`src/rtl/yuv_to_rgb.sv`:
```
// yuv_to_rgb: 3-stage BT.601 YUV444 to RGB888 stream converter; define YUV_TO_RGB_STUDIO_RANGE_EN for studio-range input
module yuv_to_rgb #(
  parameter int DW = 8,
  parameter int CNT_W = 16
) (
  input  logic             clk,
  input  logic             rst,
  input  logic             in_valid,
  output logic             in_ready,
  input  logic [DW-1:0]    in_y,
  input  logic [DW-1:0]    in_u,
  input  logic [DW-1:0]    in_v,
  input  logic             in_last,
  output logic             out_valid,
  input  logic             out_ready,
  output logic [DW-1:0]    out_r,
  output logic [DW-1:0]    out_g,
  output logic [DW-1:0]    out_b,
  output logic             out_last,
  output logic [CNT_W-1:0] sat_cnt
);
`ifdef YUV_TO_RGB_STUDIO_RANGE_EN
  localparam int SW = 19;
  localparam logic signed [SW-1:0] KY = 298, YOFF = 16, KR = 409, KGU = 100, KGV = 208, KB = 516;
`else
  localparam int SW = 18;
  localparam logic signed [SW-1:0] KY = 256, YOFF = 0, KR = 359, KGU = 88, KGV = 183, KB = 454;
`endif
  logic rdy1, rdy2, rdy3, v1, v2, v3, l1, l2, cr, cg, cb;
  logic signed [SW-1:0] dy, du, dv, y1, r1, gu1, gv1, b1, r2, g2, b2;
  function automatic logic clip(input logic signed [SW-1:0] x);
    return x[SW-1] || |x[SW-2:DW+8];
  endfunction
  function automatic logic [DW-1:0] clamp(input logic signed [SW-1:0] x);
    return x[SW-1] ? '0 : |x[SW-2:DW+8] ? '1 : x[DW+7:8];
  endfunction
  assign rdy3 = !v3 || out_ready;
  assign rdy2 = !v2 || rdy3;
  assign rdy1 = !v1 || rdy2;
  assign in_ready = rdy1;
  assign out_valid = v3;
  assign dy = SW'(in_y) - YOFF;
  assign du = SW'(in_u) - SW'(128);
  assign dv = SW'(in_v) - SW'(128);
  assign cr = clip(r2);
  assign cg = clip(g2);
  assign cb = clip(b2);
  always_ff @(posedge clk) begin
    if (rst) begin
      v1 <= 1'b0;
      v2 <= 1'b0;
      v3 <= 1'b0;
      out_r <= '0;
      out_g <= '0;
      out_b <= '0;
      out_last <= 1'b0;
      sat_cnt <= '0;
    end else begin
      if (rdy1) v1 <= in_valid;
      if (rdy1 && in_valid) begin
        y1 <= KY * dy;
        r1 <= KR * dv;
        gu1 <= KGU * du;
        gv1 <= KGV * dv;
        b1 <= KB * du;
        l1 <= in_last;
      end
      if (rdy2) v2 <= v1;
      if (rdy2 && v1) begin
        r2 <= y1 + r1 + SW'(128);
        g2 <= y1 - gu1 - gv1 + SW'(128);
        b2 <= y1 + b1 + SW'(128);
        l2 <= l1;
      end
      if (rdy3) v3 <= v2;
      if (rdy3 && v2) begin
        out_r <= clamp(r2);
        out_g <= clamp(g2);
        out_b <= clamp(b2);
        out_last <= l2;
        if ((cr || cg || cb) && ~&sat_cnt) sat_cnt <= sat_cnt + CNT_W'(1);
      end
    end
  end
endmodule

```
`config.mk`:
```
export PLATFORM = sky130hd
export DESIGN_NAME = yuv_to_rgb
export DESIGN_NICKNAME = d
export VERILOG_FILES = /design/src/rtl/yuv_to_rgb.sv
export SDC_FILE = /design/constraint.sdc
export NUM_CORES = 1
export LEC_CHECK = 0
export CORE_MARGIN = 2
export CORE_UTILIZATION = 40
export DETAILED_ROUTE_END_ITERATION = 16
export GPL_TIMING_DRIVEN = 0
export PLACE_DENSITY = 0.59
export SYNTH_ARGS = -nofsm -noshare
export SYNTH_HDL_FRONTEND = slang
export SYNTH_SLANG_ARGS = --single-unit
```
`constraint.sdc`:
```
create_clock -name clk -period 6.54 [get_ports clk]
set_input_delay 1.308 -clock clk [delete_from_list [all_inputs] [get_ports clk]]
set_output_delay 1.308 -clock clk [all_outputs]
set_load 0.03 [all_outputs]
```
==> run metrics <==
CP delay by family, top adder cells; Startpoint Class input pin; Critical Path End Type flip-flop; DR WL/cell roughly 14 um; Total Routing Usage GR 15.6%; final worst-path cycle share between 90% and 100%; Final Net Count 1,464; worst path cell trace clkdlybuf4s50_1 -> clkbuf_1 -> inv_1 -> ha_1 -> ha_1 -> ha_1 -> fa_1 -> inv_1 -> fa_1 -> inv_1 -> ha_1 -> a31oi_1 -> o21bai_1 -> a21oi_1 -> nor2b_1 -> o21a_1 -> o41a_1 -> xor2_1; Metal-1 WL about 10,000 um; 1st-iter DRT viols around 260; Met3 Wirelength approximately 680 um; CTS clk-pin slew, worst paths 0.06 ns; Final Setup Violations 0; first-pass GRT wire length roughly 36,000 um; Adder-Cell Fraction of Synth Area between 30% and 40%; Seq cells post-synth approximately 140; Data arrival, critical path approximately 6.4 ns; Synth Area in XOR/XNOR 6.75%; GP Congestion about 0.86; Fillers between 2,000 and 3,000; Ys Warns 0; final clock skew roughly 0.012 ns; Hold Fails Final Rpt 0; antenna violations before repair 0; slew margin rel. 52.4%; global route overflow 0; r2r setup slk about 3.5 ns; post-synthesis async set-or-reset flop share 0%; leakage power 6.03 nW; Synth cell types 61; synthesized cell area around 0.011 mm^2; slowest CP cell clkdlybuf4s50_1; Rows 61; Crit Path Max Fanout 9; routed wire length roughly 21,000 um; antenna cell count 0; Syn Inst Count roughly 1,100; largest family of logic cells by synthesized area adder cells; Setup CP Type in -> reg; Worst EP required ~6.7 ns; CTS tree done; Seq/Total Area, Yosys between 30 and 40%; CP Buf/Inv Count 5; DR top layer met4; area grow syn2layout 17.3%; final number of max-transition violations 0; CP most frequent cell ha_1; number of remaining DRC errors 0; Initial Util 40.4%; CTS max path bufs 2; Vias per Instance about 4.7; Pre-Repair DR Iteration Count 4; layout cell share with drive strength beyond 1 between 5 and 6%; multiplexer share of the synthesized area less than 1%; register area roughly 0.0037 mm^2; Net Count, Synth about 1,400; Post-synth top flop edfxtp_1; Tightest Hold Check Type reg -> reg; Post-DP HPWL about 18,000 um; result of the run finished, final reports clean; vias in the first global route approximately 7,500; number of port buffers 70; # clock sinks about 140; FMAX about 160 MHz; CTS root buf clkbuf_16; I/O Pins 72; clock buffer count from CTS 17; Routed Antenna Nets 0; Worst-Skew Late Latency roughly 0.42 ns; die height 171 um; largest net degree at the start of global routing 22; Hold Slack 0.429 ns; die area ~0.03 mm^2; RSZ-0062 raised after global routing false; number of synthesized flops with an enable pin 94; Placed Area 0.0124 mm^2; Peak VDD IR 0.000206 V; via count between 7,000 and 8,000; Synth Area in Simple Gates a little under a tenth; Syn Area/Cell 10.3 um^2; Final Cell Area around 0.013 mm^2; area of the multi-input gates between 0.006 and 0.007 mm^2; Synth Area in Compound Gates under 10%; met2 wire len around 9900 um; Slew @ Worst Pin ~0.71 ns; Final min period approximately 6.2 ns; Max-cap violations 0; Core Area around 0.028 mm^2; # H-tree levels 4; power density over cell area 336 mW/mm^2; Die Wd around 170 um; CP max stage delay 0.63 ns
-- report_power, final --
group	internal (mW)	total (mW)	switching (mW)
Clock	0.653	1.06	0.404
Combinational	0.952	2.09	1.14
Sequential	1.20	1.25	0.0453
Total	2.81	4.40	1.59
-- area by class of cell --
type / count / area share [%]
multi-input cells: 728 / 50.9
well taps: 378 / 3.61
clock inverters: 11 / 1.07
repair buffers: 75 / 5.98
inverters: 198 / 5.68
clock buffers: 21 / 3.93
flip-flops and latches: 138 / 28.3
plain buffers: 18 / 0.526
-- cells in the mapped netlist (4+ instances only) --
master	count	area share, %
a21o_1	16	1.1
a21oi_1	61	2.7
nor2b_1	11	0.62
fa_1	68	12
nand2_1	22	0.74
a31oi_1	4	0.22
nor2_1	107	3.6
a211oi_1	5	0.34
or2_2	5	0.28
ha_1	191	21
edfxtp_1	94	25
nand3_1	7	0.31
o21a_1	15	1.0
xnor2_1	59	4.6
xor2_1	27	2.1
clkbuf_1	14	0.47
o21bai_1	5	0.34
nand4_1	5	0.28
nor3_1	37	1.7
o21ai_0	18	0.81
dfxtp_1	44	7.9
and3_1	8	0.45
inv_1	198	6.7
nand2b_1	7	0.39
-- registers in the layout, indices dropped and copies added (netlist names) --
name and count:
out_valid 1, l2 1, sat_cnt 16, g2 10, y1 8, v1 1
gv1 14, out_g 8, out_b 8, b1 14, gu1 11, v2 1
out_last 1, b2 10, l1 1, r1 15, r2 10, out_r 8
-- final timing paths --
| kind | end | depth (start not counted) | from |
|---|---|---|---|
| hold / removal | l2 | 0 | l1 |
| setup reg to reg | g2[17] | 9 | y1[10] |
| setup / recovery | b1[16] | 18 | in_u[7] |
| hold reg to reg | l2 | 0 | l1 |
-- repair_timing --
action                                  in CTS  in global routing
setup buffers                                0                  0
resized for setup                            0                  1
endpoints found under the setup margin       0                  6
hold buffers                                 0                  0
-- worst register-to-register path, delay by kind of cell, from the launching register on --
| kind | cells | cell delay, ns |
|---|---|---|
| compound gates | 4 | 0.96 |
| fa+ha+maj | 2 | 0.93 |
| flops | 1 | 0.54 |
| simple gates | 2 | 0.21 |
| xor+xnor | 1 | 0.11 |
-- cells in the final DEF (no fill, tap or decap), types with 3 or more instances in the layout --
master	instances
and4_1	3
xnor2_1	59
o21a_1	15
nand4_1	5
clkbuf_16	20
nor2_1	107
nor2b_1	11
nand3_1	7
o21bai_1	5
nand2b_1	7
ha_1	191
clkdlybuf4s50_1	69
nor3_1	37
xor2_1	27
nand2_1	22
mux2i_1	3
a31oi_1	4
and3_1	8
buf_1	3
inv_1	198
dfxtp_1	44
a21oi_1	61
o21ai_0	18
fa_1	68
inv_6	6
clkbuf_1	14
or2_2	5
a211oi_1	5
edfxtp_1	94
a21o_1	16
-- cell families (layout without fill, tap and decap cells) --
| group | after synthesis | count (layout) |
|---|---|---|
| adders and majority gates | 259 | 259 |
| DFF | 138 | 138 |
| AOI/OAI and AO/OA | 155 | 155 |
| buffers and inverters | 216 | 323 |
| and+or+nand+nor | 224 | 224 |
| xor gates and xnor gates | 86 | 86 |
| muxes | 4 | 4 |
-- metrics by stage --
step	util, %	cells	setup WS, ns	TNS, ns	total power [mW]
final	47.4	1567	0.325	0	4.40
after global routing	47.4	1567	0.0898	0	4.78
after CTS	47.4	1567	0.0831	0	4.43
after detailed placement	45.0	1535	-0.342	-1.79	3.35
after global placement	44.7	1530	-0.295	-1.26	3.32
after floorplan	-	1082	1.02	0	2.90
-- layer usage --
layer  track usage [%]  vias to the layer above
met5                 0                        -
met4              3.94                        0
met3              2.66                       15
met2              26.8                      101
met1              20.3                     3474
li1                  -                     3821
Note: power is estimated with default switching activity, not from simulation.
